===== src/rtl/sobel_window_buffer_pkg.sv =====
// Shared constants, pixel type and FSM encoding for the Sobel window buffer.
package sobel_window_buffer_pkg;
    localparam int unsigned MAX_PIXEL_BITS = 8;
    localparam int unsigned DEF_IMG_WIDTH  = 16;
    localparam int unsigned DEF_IMG_HEIGHT = 16;

    typedef logic [MAX_PIXEL_BITS-1:0] pixel_t;

    typedef enum logic [1:0] {
        S_IDLE   = 2'd0,
        S_FILL   = 2'd1,
        S_STREAM = 2'd2
    } state_e;
endpackage


===== src/rtl/sobel_window_buffer_if.sv =====
// Pixel-in / window-out signal bundle between the SPI receive stage and the Sobel core.
interface sobel_window_buffer_if
    import sobel_window_buffer_pkg::*;
#(
    parameter int unsigned PX_BITS = MAX_PIXEL_BITS
);
    logic [PX_BITS-1:0]   px_i;
    logic                 px_valid_i;
    logic                 frame_start_i;
    logic [9*PX_BITS-1:0] window_o;
    logic                 window_valid_o;
    logic                 frame_done_o;
    logic                 busy_o;

    modport master (
        output px_i, px_valid_i, frame_start_i,
        input  window_o, window_valid_o, frame_done_o, busy_o
    );

    modport slave (
        input  px_i, px_valid_i, frame_start_i,
        output window_o, window_valid_o, frame_done_o, busy_o
    );
endinterface


===== src/rtl/sobel_window_buffer_line.sv =====
// One image line of pixel storage: combinational read of the addressed entry, write on the same edge.
module sobel_line_buffer
    import sobel_window_buffer_pkg::*;
#(
    parameter int unsigned PX_BITS = MAX_PIXEL_BITS,
    parameter int unsigned DEPTH   = DEF_IMG_WIDTH,
    localparam int unsigned AW     = $clog2(DEPTH)
) (
    input  logic               clk_i,
    input  logic               reset_i,
    input  logic [AW-1:0]      i_addr,
    input  logic               i_we,
    input  logic [PX_BITS-1:0] i_wdata,
    output logic [PX_BITS-1:0] o_rdata
);
    logic [PX_BITS-1:0] r_mem [DEPTH];

    always_ff @(posedge clk_i or posedge reset_i) begin
        if (reset_i) begin
            for (int unsigned i = 0; i < DEPTH; i++) begin
                r_mem[i] <= '0;
            end
        end else if (i_we) begin
            r_mem[i_addr] <= i_wdata;
        end
    end

    assign o_rdata = r_mem[i_addr];
endmodule


===== src/rtl/sobel_window_buffer.sv =====
// Two line buffers plus a 3x3 shift window; emits one window per interior pixel of a raster frame.
module sobel_window_buffer
    import sobel_window_buffer_pkg::*;
#(
    parameter int unsigned PX_BITS    = MAX_PIXEL_BITS,
    parameter int unsigned IMG_WIDTH  = DEF_IMG_WIDTH,
    parameter int unsigned IMG_HEIGHT = DEF_IMG_HEIGHT
) (
    input  logic                  clk_i,
    input  logic                  reset_i,
    sobel_window_buffer_if.slave  bus
);
    localparam int unsigned CW = $clog2(IMG_WIDTH);
    localparam int unsigned RW = $clog2(IMG_HEIGHT);
    localparam logic [CW-1:0] COL_LAST = CW'(IMG_WIDTH - 1);
    localparam logic [RW-1:0] ROW_LAST = RW'(IMG_HEIGHT - 1);
    localparam logic [CW-1:0] COL_TWO  = CW'(2);
    localparam logic [RW-1:0] ROW_ONE  = RW'(1);
    localparam logic [RW-1:0] ROW_TWO  = RW'(2);

    state_e             r_state;
    state_e             w_state_next;
    state_e             w_state_eff;
    logic [CW-1:0]      r_col;
    logic [RW-1:0]      r_row;
    logic [CW-1:0]      w_col_eff;
    logic [RW-1:0]      w_row_eff;
    logic               w_accept;
    logic               w_col_last;
    logic               w_last_px;
    logic               w_window_valid_d;
    logic               w_frame_done_d;
    logic               r_window_valid;
    logic               r_frame_done;
    logic [PX_BITS-1:0] w_line0_rd;
    logic [PX_BITS-1:0] w_line1_rd;
    logic [PX_BITS-1:0] r_win [9];

    // frame_start_i clears position first, so a coincident pixel is taken as (0,0) from S_IDLE
    always_comb begin
        w_col_eff   = bus.frame_start_i ? '0 : r_col;
        w_row_eff   = bus.frame_start_i ? '0 : r_row;
        w_state_eff = bus.frame_start_i ? S_IDLE : r_state;
        w_accept    = bus.px_valid_i;
        w_col_last  = (w_col_eff == COL_LAST);
        w_last_px   = w_col_last && (w_row_eff == ROW_LAST);
    end

    sobel_line_buffer #(
        .PX_BITS (PX_BITS),
        .DEPTH   (IMG_WIDTH)
    ) u_line0 (
        .clk_i   (clk_i),
        .reset_i (reset_i),
        .i_addr  (w_col_eff),
        .i_we    (w_accept),
        .i_wdata (bus.px_i),
        .o_rdata (w_line0_rd)
    );

    sobel_line_buffer #(
        .PX_BITS (PX_BITS),
        .DEPTH   (IMG_WIDTH)
    ) u_line1 (
        .clk_i   (clk_i),
        .reset_i (reset_i),
        .i_addr  (w_col_eff),
        .i_we    (w_accept),
        .i_wdata (w_line0_rd),
        .o_rdata (w_line1_rd)
    );

    always_ff @(posedge clk_i or posedge reset_i) begin
        if (reset_i) begin
            r_col <= '0;
            r_row <= '0;
        end else if (w_accept) begin
            if (w_col_last) begin
                r_col <= '0;
                r_row <= (w_row_eff == ROW_LAST) ? '0 : w_row_eff + 1'b1;
            end else begin
                r_col <= w_col_eff + 1'b1;
                r_row <= w_row_eff;
            end
        end else if (bus.frame_start_i) begin
            r_col <= '0;
            r_row <= '0;
        end
    end

    always_ff @(posedge clk_i or posedge reset_i) begin
        if (reset_i) begin
            r_state <= S_IDLE;
        end else begin
            r_state <= w_state_next;
        end
    end

    always_comb begin
        w_state_next = w_state_eff;
        if (w_accept) begin
            unique case (w_state_eff)
                S_IDLE:   w_state_next = S_FILL;
                S_FILL:   if (w_col_last && (w_row_eff == ROW_ONE)) w_state_next = S_STREAM;
                S_STREAM: if (w_last_px) w_state_next = S_IDLE;
                default:  w_state_next = S_IDLE;
            endcase
        end
    end

    always_comb begin
        w_window_valid_d = w_accept && (w_row_eff >= ROW_TWO) && (w_col_eff >= COL_TWO);
        w_frame_done_d   = w_accept && (w_state_eff == S_STREAM) && w_last_px;
    end

    always_ff @(posedge clk_i or posedge reset_i) begin
        if (reset_i) begin
            r_window_valid <= 1'b0;
            r_frame_done   <= 1'b0;
        end else begin
            r_window_valid <= w_window_valid_d;
            r_frame_done   <= w_frame_done_d;
        end
    end

    // Right column takes line values read before this edge's write: {line1, line0, new pixel}
    always_ff @(posedge clk_i or posedge reset_i) begin
        if (reset_i) begin
            for (int unsigned k = 0; k < 9; k++) begin
                r_win[k] <= '0;
            end
        end else if (w_accept) begin
            for (int unsigned r = 0; r < 3; r++) begin
                r_win[r*3]     <= r_win[r*3 + 1];
                r_win[r*3 + 1] <= r_win[r*3 + 2];
            end
            r_win[2] <= w_line1_rd;
            r_win[5] <= w_line0_rd;
            r_win[8] <= bus.px_i;
        end
    end

    always_comb begin
        bus.window_o = '0;
        for (int unsigned k = 0; k < 9; k++) begin
            bus.window_o[k*PX_BITS +: PX_BITS] = r_win[k];
        end
    end

    assign bus.window_valid_o = r_window_valid;
    assign bus.frame_done_o   = r_frame_done;
    assign bus.busy_o         = (r_state != S_IDLE);
endmodule

===== src/flat_wrapper.sv =====
// flat-port wrapper written by rule: the top's interface ports become plain ports
module sobel_window_buffer_flat import sobel_window_buffer_pkg::*;
#(
    parameter int unsigned PX_BITS    = MAX_PIXEL_BITS,
    parameter int unsigned IMG_WIDTH  = DEF_IMG_WIDTH,
    parameter int unsigned IMG_HEIGHT = DEF_IMG_HEIGHT
)
  (clk_i, reset_i, bus_px_i, bus_px_valid_i, bus_frame_start_i, bus_window_o, bus_window_valid_o, bus_frame_done_o, bus_busy_o);
  sobel_window_buffer_if #(.PX_BITS(PX_BITS)) bus_i ();
  input  logic clk_i;
  input  logic reset_i;
  input wire logic [$bits(bus_i.px_i)-1:0] bus_px_i;
  input wire logic [$bits(bus_i.px_valid_i)-1:0] bus_px_valid_i;
  input wire logic [$bits(bus_i.frame_start_i)-1:0] bus_frame_start_i;
  output wire logic [$bits(bus_i.window_o)-1:0] bus_window_o;
  output wire logic [$bits(bus_i.window_valid_o)-1:0] bus_window_valid_o;
  output wire logic [$bits(bus_i.frame_done_o)-1:0] bus_frame_done_o;
  output wire logic [$bits(bus_i.busy_o)-1:0] bus_busy_o;
  assign bus_i.px_i = bus_px_i;
  assign bus_i.px_valid_i = bus_px_valid_i;
  assign bus_i.frame_start_i = bus_frame_start_i;
  assign bus_window_o = bus_i.window_o;
  assign bus_window_valid_o = bus_i.window_valid_o;
  assign bus_frame_done_o = bus_i.frame_done_o;
  assign bus_busy_o = bus_i.busy_o;
  sobel_window_buffer #(.PX_BITS(PX_BITS), .IMG_WIDTH(IMG_WIDTH), .IMG_HEIGHT(IMG_HEIGHT)) u_core (.clk_i(clk_i), .reset_i(reset_i), .bus(bus_i));
endmodule

===== config.mk =====
export PLATFORM = sky130hd
export DESIGN_NAME = sobel_window_buffer_flat
export DESIGN_NICKNAME = d
export VERILOG_FILES = /design/src/rtl/sobel_window_buffer_pkg.sv /design/src/rtl/sobel_window_buffer_if.sv /design/src/rtl/sobel_window_buffer_line.sv /design/src/rtl/sobel_window_buffer.sv /design/src/flat_wrapper.sv
export SDC_FILE = /design/constraint.sdc
export NUM_CORES = 1
export LEC_CHECK = 0
export ABC_AREA = 0
export CAP_MARGIN = 20
export CORE_ASPECT_RATIO = 1.5
export CORE_MARGIN = 8
export CORE_UTILIZATION = 54
export CTS_CLUSTER_SIZE = 14
export DETAILED_ROUTE_END_ITERATION = 10
export DONT_BUFFER_PORTS = 1
export PLACE_DENSITY = 0.74
export SLEW_MARGIN = 20
export SYNTH_ARGS = -nofsm -noshare
export SYNTH_HDL_FRONTEND = slang
export SYNTH_HIERARCHICAL = 1
export SYNTH_SLANG_ARGS = --single-unit

===== constraint.sdc =====
create_clock -name clk_i -period 4.6 [get_ports clk_i]
set_clock_uncertainty 0.1 [all_clocks]
set_input_delay 0 -clock clk_i [delete_from_list [all_inputs] [get_ports clk_i]]
set_output_delay 0 -clock clk_i [all_outputs]
set_load 0.005 [all_outputs]

==> flow_summary_export.csv, run 1 <==
group,metric,value,unit
placement,place.gp.congestion,0.7585,
clock_network,ctsResizeCount,0,
sta,fmax,309.9,MHz
setup_path,worstPathMaxFanout,52,
detailed_routing,via_per_inst,6.211,
detailed_routing,ant_nets,0,
logic_synthesis,synth_edf_count,0,
setup_path,crit_path_end_kind,"flip-flop",
sta,drv_slew,0,
die,die_w,153.1,um
die,core,0.02787,mm2
placement,numPortBuffers,0,
clock_network,cts_hold_buffers,14,
logic_synthesis,synth_ff_type,"dfrtp_1",
setup_path,startpoint,"u_core/r_col[1]",
sta,holdWs,0.01929,ns
logic_synthesis,synth_area_leaders,"dfrtp_1 (56%), mux2_2 (23%), mux4_2 (9.5%), mux2_4 (1.7%), a22oi_1 (1.6%)",
pwr,p_total,7732,uW
logic_synthesis,synth.most_common_cell,"dfrtp_1",
grt,grt_pass1_wl,53.48,mm
logic_synthesis,yosys.area.top_type,"dfrtp_1",
sta,tightest_slew,1.054,ns
sta,finalCritPeriodShare,70.15,%
logic_synthesis,ys_warn_count,6,
status,status,"completed",
clock_network,cts_tree,"yes",
logic_synthesis,synth_seq_cells,340,
sta,hold_viol,0,
die,ioPinCount,87,
clock_network,cts_root_buf,"clkbuf_16",
sta,setup_ws,1.373,ns
clock_network,insertion_delay,0.51,ns
pwr,powerDensity,465.4,mW/mm2
run,max-cap-violations,0,
logic_synthesis,synth_top_area_share,55.89,%
min_path,hp-class,"primary input to flip-flop",
logic_synthesis,netlist_area,0.01522,mm2
grt,grt_use_total,20.16,%
logic_synthesis,netlist_instances,952,
clock_network,h-tree-depth,2,
grt,grt-ovfl-total,0,
layout,layout.cells.non_filler,1311,
clock_network,post_cts_buffers,0,
sta,finalSetupViolations,0,
detailed_routing,wl_per_cell,25.62,um
placement,pre_cts_ws,1.393,ns
sta,period_needed,3.227,ns
detailed_routing,vias,8142,
logic_synthesis,async_flop_share,100.0,%
grt,antenna_found_initial,0,
grt,grt_max_degree,90,
sta,finalSetupTns,0,ns
grt,grt_pass1_vias,9016,
logic_synthesis,syn_avg_cell_area,15.99,um2
setup_path,rrSetupSlack,1.37,ns
die,die-area,0.03393,mm2
clock_network,cts_sinks,340,
sta,grt_setup_unrepaired,"false",
placement,hpwl,21.55,mm
detailed_routing,postRouteWirelength,33.59,mm
placement,dp_cells,1241,
setup_path,reg2reg_to,"u_core/bus.window_o[19]",
clock_network,cts_buffer_depth,3,
logic_synthesis,syn_nets,967,
setup_path,ff2ff_path_depth,7,
clock_network,clk_pin_slew,0.06,ns
detailed_routing,drc,0,
sta,slew_headroom,29.62,%
die,rows,75,
layout,synthToLayoutAreaGrowth,9.149,%
setup_path,worstSetupPathType,"flip-flop to flip-flop",
pwr,p_leak,0.007598,uW
setup_path,r2r_start,"u_core/r_col[1]",
logic_synthesis,yosys-top-cells-count,"dfrtp_1 (340), mux2_2 (313), mux4_2 (64)",
pwr,ir_worst_vdd,0.3368,mV
die,fp.dieH,221.6,um
layout,drive_gt1_share,49.84,%
layout,nets,961,
clock_network,cts_buffers,35,
setup_path,critical_path.startpoint_type,"flip-flop",
detailed_routing,first_pass_iters,4,
layout,antennaDiodeCount,0,
logic_synthesis,ys_types,47,
detailed_routing,drtIter0Drc,416,
setup_path,worst_ep_arrival_time,3.51,ns
logic_synthesis,ys_seq_area_share,55.89,%
setup_path,cp.required,4.88,ns
setup_path,endpoint,"u_core/bus.window_o[19]",
die,start_util,54.62,%
-- report_power, final --
part / switching (uW) / internal (uW)
clock network: 1100 / 1560
registers: 391 / 3490
logic: 561 / 623
total: 2050 / 5680
-- flip-flops by register name (all words and copies together), names as in the netlist --
signal	cells
u_core/bus.window_valid_o	1
u_core/r_col	4
u_core/r_row	4
u_core/bus.window_o	72
u_core/u_line0/r_mem	128
u_core/bus.frame_done_o	1
u_core/r_state	2
u_core/u_line1/r_mem	128
-- how the worst min path moves through the flow --
stage,depth (start not counted),to,slack [ns],from
2_1_floorplan,1,u_core/u_line0/r_mem[104],0.05,bus_px_i[0]
3_3_place_gp,1,u_core/r_row[0],-0.15,reset_i
3_5_place_dp,1,u_core/bus.window_o[49],-0.14,reset_i
4_1_cts,2,u_core/u_line0/r_mem[32],0.02,bus_px_valid_i
5_1_grt,2,u_core/u_line0/r_mem[32],0.03,bus_px_valid_i
6_report,2,u_core/u_line0/r_mem[34],0.02,bus_px_valid_i
-- logic make-up after synthesis --
family | after synthesis | synth area share, %
AO/OA/AOI/OAI | 40 | 1.940
XOR/XNOR | 4 | 0.2302
adder cells (fa/ha/maj) | 3 | 0.2466
buffers and inverters | 73 | 2.573
flip-flops | 340 | 55.89
multiplexers | 394 | 34.30
AND/OR/NAND/NOR | 98 | 4.817
-- critical path: stages (launching register included) --
cell     delay, ns
dfrtp_1       0.33
and2b_4       0.78
buf_4         0.39
buf_4         0.38
mux4_2        0.58
a22oi_1       0.18
nand2_1       0.08
mux2_2        0.26
-- metal layers --
layer / track usage (%) / up-vias / part of all wire (%)
li1: - / 3511 / -
met1: 22.85 / 4398 / 38
met2: 36.99 / 157 / 55
met3: 3.199 / 76 / 3.4
met4: 8.328 / 0 / 3.9
met5: 0 / - / 0
-- area by class of cell --
type | instances | area, um2
Fill cell | 2094 | 11260
Sequential cell | 340 | 8508
Tap cell | 346 | 432.9
Clock inverter | 5 | 56.30
Multi-Input combinational cell | 539 | 6335
Inverter | 6 | 31.28
Timing Repair Buffer | 24 | 245.2
Clock buffer | 51 | 1006
-- per-stage QoR --
| stage | cell area (um2) | utilization, % |
|---|---|---|
| global placement | 15390 | 55.23 |
| CTS | 16610 | 59.60 |
| finish | 16610 | 59.61 |
| global route | 16610 | 59.61 |
| floorplan | 15220 | - |
| detailed placement | 15390 | 55.23 |
-- cells in the final DEF (no fill, tap or decap), types with 3 or more instances in the layout --
master / Yosys / layout
a21oi_1: 4 / 4
a22oi_1: 33 / 33
and2_1: 3 / 3
buf_4: 7 / 9
clkbuf_1: 20 / 9
clkbuf_16: 0 / 35
clkbuf_8: 0 / 7
clkinv_2: 0 / 3
dfrtp_1: 340 / 340
dlygate4sd3_1: 0 / 13
ha_1: 3 / 3
inv_1: 6 / 3
mux2_2: 313 / 313
mux2_4: 17 / 17
mux4_2: 64 / 64
nand2_1: 21 / 21
nand2b_1: 4 / 4
nand3_1: 5 / 5
nand4bb_1: 4 / 4
nor2_1: 3 / 3
nor2_2: 8 / 8
nor2b_1: 11 / 9
nor4b_4: 4 / 4
or4_1: 4 / 4
xnor2_1: 3 / 3
(Power assumes the default switching activity.)
==> run 2, diff against run 1 <==
--- a/config.mk
+++ b/config.mk
@@ -5,7 +5,7 @@
 export SDC_FILE = /design/constraint.sdc
 export NUM_CORES = 1
 export LEC_CHECK = 0
-export ABC_AREA = 0
+export ABC_AREA = 1
 export CAP_MARGIN = 20
 export CORE_ASPECT_RATIO = 1.5
 export CORE_MARGIN = 8
@@ -13,7 +13,7 @@
 export CTS_CLUSTER_SIZE = 14
 export DETAILED_ROUTE_END_ITERATION = 10
 export DONT_BUFFER_PORTS = 1
-export PLACE_DENSITY = 0.74
+export PLACE_DENSITY = 0.77
 export SLEW_MARGIN = 20
 export SYNTH_ARGS = -nofsm -noshare
 export SYNTH_HDL_FRONTEND = slang
==> constraint.sdc (replaced) <==
create_clock -name clk_i -period 2.95 [get_ports clk_i]
set_clock_uncertainty 0.1 [all_clocks]
set_input_delay 0 -clock clk_i [delete_from_list [all_inputs] [get_ports clk_i]]
set_output_delay 0 -clock clk_i [all_outputs]
set_load 0.005 [all_outputs]
==> flow_summary_export.csv, run 2 <==
group,metric,value,unit
logic_synthesis,synth_top_area_share,54.54,%
setup_path,cp.required,3.21,ns
logic_synthesis,netlist_area,0.01560,mm2
setup_path,crit_path_max_incr_delay,0.47,ns
logic_synthesis,synth_edf_count,0,
detailed_routing,first_pass_iters,8,
die,die-area,0.03470,mm2
clock_network,clk_pin_slew,0.06,ns
setup_path,reg2reg_to,"u_core/u_line1/r_mem[56]",
sta,finalSetupViolations,0,
logic_synthesis,synth_area_leaders,"dfrtp_1 (55%), nand2_1 (26%), o21ai_0 (3.6%), a21oi_1 (3.1%), nor2_1 (2.6%)",
detailed_routing,postRouteWirelength,40.63,mm
logic_synthesis,synth_seq_cells,340,
sta,finalCritPeriodShare,91.41,%
sta,finalSetupTns,0,ns
setup_path,worstSetupPathType,"flip-flop to flip-flop",
detailed_routing,vias,13090,
setup_path,critical_path.startpoint_type,"flip-flop",
clock_network,cts_tree,"yes",
placement,hpwl,25.73,mm
pwr,p_leak,0.009089,uW
grt,grt_use_total,23.68,%
status,status,"completed",
setup_path,rrSetupSlack,0.25,ns
logic_synthesis,syn_avg_cell_area,7.610,um2
logic_synthesis,synth.most_common_cell,"nand2_1",
setup_path,crit_chain,"nand2_1, inv_2, inv_4, nand2_1, nand2_1, nand2_1, nand2_1, inv_1, nand2_1, inv_1, o21ai_0",
die,fp.dieH,224.2,um
die,start_util,54.50,%
placement,numPortBuffers,0,
clock_network,cts_root_buf,"clkbuf_16",
layout,final_common_cell,"nand2_1",
pwr,powerDensity,667.2,mW/mm2
setup_path,ff2ff_path_depth,11,
setup_path,crit_path_end_kind,"flip-flop",
detailed_routing,drc,0,
die,rows,76,
sta,slew_headroom,37.72,%
detailed_routing,drtIter0Drc,1219,
clock_network,insertion_delay,0.53,ns
pwr,ir_worst_vdd,0.4546,mV
grt,grt-ovfl-total,0,
clock_network,cts_buffers,35,
logic_synthesis,yosys-top-cells-count,"nand2_1 (1076), dfrtp_1 (340), o21ai_0 (112)",
layout,drive_gt1_share,6.095,%
setup_path,worst_ep_arrival_time,2.96,ns
die,ioPinCount,87,
sta,period_needed,2.697,ns
logic_synthesis,ys_types,29,
placement,place.gp.congestion,0.8944,
setup_path,worstPathMaxFanout,35,
run,max-cap-violations,0,
clock_network,cts_sinks,340,
logic_synthesis,synth_ff_type,"dfrtp_1",
clock_network,cts_buffer_depth,3,
logic_synthesis,netlist_instances,2050,
grt,antenna_found_initial,1,
setup_path,cp_slowest_cell,"inv_2",
setup_path,r2r_start,"u_core/r_col[1]",
detailed_routing,wl_per_cell,16.64,um
layout,synthToLayoutAreaGrowth,10.30,%
die,core,0.02862,mm2
logic_synthesis,yosys.area.top_type,"dfrtp_1",
grt,grt_pass1_vias,12490,
grt,grt_max_degree,87,
setup_path,crit_buf_inv,4,
detailed_routing,ant_nets,0,
logic_synthesis,async_flop_share,100.0,%
die,die_w,154.8,um
sta,fmax,370.8,MHz
grt,grt_pass1_wl,65.92,mm
setup_path,crit_top_cell,"nand2_1",
sta,tightest_slew,0.9323,ns
logic_synthesis,ys_seq_area_share,54.54,%
detailed_routing,via_per_inst,5.361,
sta,setup_ws,0.2533,ns
placement,pre_cts_ws,0.3786,ns
sta,hold_viol,0,
sta,drv_slew,0,
sta,grt_setup_unrepaired,"false",
min_path,hp-class,"primary input to async pin",
layout,mostFrequentLayoutCells,"nand2_1 (1076), dfrtp_1 (340), o21ai_0 (112), nor2_1 (109), a21oi_1 (97)",
clock_network,h-tree-depth,2,
setup_path,cp_top_family,"buffers and inverters",
layout,nets,2042,
logic_synthesis,syn_nets,2065,
logic_synthesis,ys_warn_count,6,
run 2: changes by cell type in the layout (fill, tap and decap cells not counted), moves of 17 or more:
cell     change
a21oi_1     +93
a22oi_1     -33
inv_1       +66
mux2_2     -313
mux2_4      -17
mux4_2      -64
nand2_1   +1055
nor2_1     +106
o21ai_0    +112
o21ai_1     +64
run 2: cells by family after synthesis:
| family | synth area share [%] |
|---|---|
| AO/OA/AOI/OAI | 8.799 |
| flip-flops | 54.54 |
| XOR/XNOR | 0.2246 |
| AND/OR/NAND/NOR | 30.73 |
| buffers and inverters | 5.462 |
| adder cells (fa/ha/maj) | 0.2406 |
run 2: worst max-delay path by stage:
stage / from / cells after the start / end / slack, ns
after floorplan: u_core/r_col[0] / 16 / u_core/u_line1/r_mem[59] / 0.63
after global placement: u_core/r_col[1] / 11 / u_core/u_line1/r_mem[112] / 0.43
after detailed placement: u_core/r_col[1] / 11 / u_core/u_line1/r_mem[88] / 0.38
after CTS: u_core/r_col[1] / 11 / u_core/u_line1/r_mem[56] / 0.31
after global routing: u_core/r_col[1] / 11 / u_core/u_line1/r_mem[56] / 0.12
final: u_core/r_col[1] / 11 / u_core/u_line1/r_mem[56] / 0.25
run 2: timing repair:
item,in CTS,in global routing
endpoints found under the hold margin,445,0
hold buffers,21,0
buffers inserted,0,0
resized for setup,0,0
run 2: power by group:
group / internal [uW] / switching [uW] / total [uW]
Clock: 2430 / 1810 / 4240
Combinational: 474 / 1110 / 1580
Sequential: 5220 / 430 / 5650
run 2: final cells by class:
type | count | area (um2)
diodes | 1 | 2.502
inverters | 85 | 335.3
fillers | 2494 | 11420
multi-input cells | 1514 | 6245
clock inverters | 10 | 100.1
repair buffers | 51 | 540.5
well taps | 390 | 488.0
flip-flops and latches | 340 | 8508
clock buffers | 51 | 987.2
run 2: metal layers:
metal	global-route usage [%]	part of all wire [%]	up-vias
met3	2.990	5.2	129
li1	-	-	6281
met5	0	0	-
met1	27.56	38	6199
met4	13.61	5.6	0
met2	41.50	51	483
run 2: through the flow:
step / std cells / hold slack [ns] / cell area, um2 / total power (uW) / util (%)
6_report: 2442 / 0.03261 / 17210 / 11480 / 60.12
5_1_grt: 2442 / 0.03433 / 17210 / 12010 / 60.12
4_1_cts: 2440 / 0.01585 / 17180 / 11550 / 60.04
3_5_place_dp: 2358 / -0.1505 / 15870 / 7244 / 55.44
3_3_place_gp: 2358 / -0.1549 / 15870 / 7178 / 55.44
2_1_floorplan: 2050 / 0.01667 / 15610 / 6732 / -
==> run 3, diff against run 2 <==
--- a/config.mk
+++ b/config.mk
@@ -13,7 +13,8 @@
 export CTS_CLUSTER_SIZE = 14
 export DETAILED_ROUTE_END_ITERATION = 10
 export DONT_BUFFER_PORTS = 1
-export PLACE_DENSITY = 0.77
+export GPL_TIMING_DRIVEN = 0
+export PLACE_DENSITY = 0.74
 export SLEW_MARGIN = 20
 export SYNTH_ARGS = -nofsm -noshare
 export SYNTH_HDL_FRONTEND = slang
==> constraint.sdc (replaced) <==
create_clock -name clk_i -period 3.5 [get_ports clk_i]
set_clock_uncertainty 0.1 [all_clocks]
set_input_delay 0 -clock clk_i [delete_from_list [all_inputs] [get_ports clk_i]]
set_output_delay 0 -clock clk_i [all_outputs]
set_load 0.005 [all_outputs]
==> flow_summary_export.csv, run 3 (synthesized netlist as in run 2, its figures left out) <==
group,metric,value,unit
clock_network,cts_buffer_depth,3,
grt,busiest_layer,"met2",
clock_network,h-tree-depth,2,
sta,setup_ws,0.08574,ns
grt,grt_pass1_vias,13390,
clock_network,cts_tree,"yes",
detailed_routing,vias,13380,
detailed_routing,drc,0,
setup_path,worstSetupPathType,"flip-flop to flip-flop",
pwr,clockPowerShare,37.4,%
setup_path,worst_ep_arrival_time,3.67,ns
pwr,powerDensity,566.7,mW/mm2
placement,hpwl,34.00,mm
grt,antenna_found_initial,1,
setup_path,crit_chain,"inv_1, nor2_4, inv_2, buf_2, buf_2, nand2_1, nand2_1, nand2_1, nand2_1, nand2_1, nand2_1, inv_1, nand2_1, inv_1, clkbuf_1, o21ai_0",
grt,grt-ovfl-total,0,
layout,seq_area,0.008508,mm2
placement,numPortBuffers,0,
setup_path,cp_top_family,"buffers and inverters",
detailed_routing,ant_nets,0,
sta,holdWs,0.01451,ns
grt,grt_pass1_wl,72.99,mm
detailed_routing,via_per_inst,5.305,
run,max-cap-violations,0,
placement,placed_area,0.01631,mm2
setup_path,worstPathMaxFanout,14,
setup_path,rrSetupSlack,0.09,ns
die,core,0.02862,mm2
die,die_w,154.8,um
pwr,p_total,9974,uW
sta,tightest_slew,0.8767,ns
detailed_routing,postRouteWirelength,46.18,mm
setup_path,cp_slowest_cell,"clkbuf_1",
layout,mostFrequentLayoutCells,"nand2_1 (1076), dfrtp_1 (340), o21ai_0 (112), nor2_1 (109), a21oi_1 (97)",
detailed_routing,first_pass_iters,5,
clock_network,cts_sinks,340,
grt,grt_max_degree,57,
min_path,hp-class,"primary input to async pin",
clock_network,insertion_delay,0.52,ns
grt,met1_usage,28.67,%
die,fp.dieH,224.2,um
layout,finalInstanceArea,0.01760,mm2
setup_path,cp.required,3.76,ns
layout,multi_input_area,0.006245,mm2
sta,hold_viol,0,
die,die-area,0.03470,mm2
pwr,ir_worst_vdd,0.4903,mV
setup_path,crit_buf_inv,7,
sta,slew_headroom,41.56,%
grt,gr-usage-met3,3.974,%
clock_network,cts_root_buf,"clkbuf_16",
setup_path,crit_top_cell,"nand2_1",
placement,pre_cts_ws,-0.1261,ns
layout,drive_gt1_share,8.306,%
sta,finalSetupViolations,0,
layout,fillerInstances,2563,
pwr,cellInternalPower,7057,uW
sta,drv_slew,0,
setup_path,critical_path.startpoint_type,"flip-flop",
grt,met2_usage,49.99,%
die,start_util,54.50,%
layout,final_common_cell,"nand2_1",
placement,place.gp.congestion,0.9825,
layout,synthToLayoutAreaGrowth,12.82,%
pwr,p_seq_share,47.9,%
detailed_routing,wl_per_cell,18.31,um
sta,finalCritPeriodShare,97.55,%
setup_path,crit_path_max_incr_delay,0.60,ns
sta,grt_setup_unrepaired,"false",
clock_network,cts_buffers,34,
status,status,"completed",
clock_network,post_cts_buffers,0,
detailed_routing,drtIter0Drc,908,
sta,period_needed,3.414,ns
pwr,comb_power_share,14.7,%
grt,grt_use_total,27.22,%
pwr,p_sw_share,29.25,%
sta,fmax,292.9,MHz
pwr,switchingPower,2917,uW
setup_path,crit_path_end_kind,"flip-flop",
die,ioPinCount,87,
layout,nets,2121,
pwr,p_leak,0.009343,uW
clock_network,clk_pin_slew,0.06,ns
die,rows,76,
run 3: cell count changes in the layout (fill, tap and decap cells not counted), sizes merged:
| cell | before | now |
|---|---|---|
| clkinv | 12 | 10 |
| bufinv | 1 | 3 |
| buf | 31 | 84 |
| clkbuf | 51 | 82 |
| clkinvlp | 2 | 3 |
| dlygate4sd3 | 20 | 15 |
run 3: layer usage:
layer | part of all wire [%] | up-vias
li1 | - | 6454
met1 | 35 | 6400
met2 | 54 | 374
met3 | 4.5 | 150
met4 | 6.4 | 0
met5 | 0 | -
run 3: layout make-up:
| class | instances | area share (%) |
|---|---|---|
| multi-input cells | 1514 | 35.48 |
| inverters | 85 | 1.912 |
| clock buffers | 50 | 5.751 |
| well taps | 390 | 2.773 |
| diodes | 1 | 0.01422 |
| repair buffers | 24 | 2.047 |
| plain buffers | 107 | 2.901 |
| flip-flops and latches | 340 | 48.34 |
| clock inverters | 11 | 0.7749 |
run 3: power groups by stage:
| stage | logic [uW] | clock network (uW) | registers (uW) |
|---|---|---|---|
| 3_3_place_gp | 1380 | 0 | 4830 |
| 2_1_floorplan | 971 | 0 | 4700 |
| 6_report | 1470 | 3730 | 4770 |
| 5_1_grt | 1660 | 3940 | 4830 |
| 3_5_place_dp | 1450 | 0 | 4840 |
| 4_1_cts | 1480 | 3810 | 4780 |
run 3: what timing repair did:
item                                    4_1_cts  5_1_grt
gates resized for setup                       1        0
hold buffers                                 15        0
endpoints found under the setup margin       50       12
cloned                                        0        0
endpoints found under the hold margin       627        0
run 3: final timing paths:
path	startpoint	to	cells after the start
min in group clk_i	bus_px_i[0]	u_core/bus.window_o[64]	3
setup / recovery	u_core/r_col[0]	u_core/u_line1/r_mem[31]	16
hold / removal	reset_i	u_core/bus.window_o[40]	2
setup reg to reg	u_core/r_col[0]	u_core/u_line1/r_mem[31]	16
max in group asynchronous	reset_i	u_core/u_line0/r_mem[58]	4
hold reg to reg	u_core/u_line1/r_mem[107]	u_core/u_line1/r_mem[107]	2
run 3: metrics by stage:
stage	instances	TNS (ns)	utilization (%)
final	2522	0	61.49
after global routing	2522	0	61.49
after CTS	2525	0	61.53
after detailed placement	2449	-1.873	56.98
after global placement	2440	-0.5968	56.23
after floorplan	2050	0	-
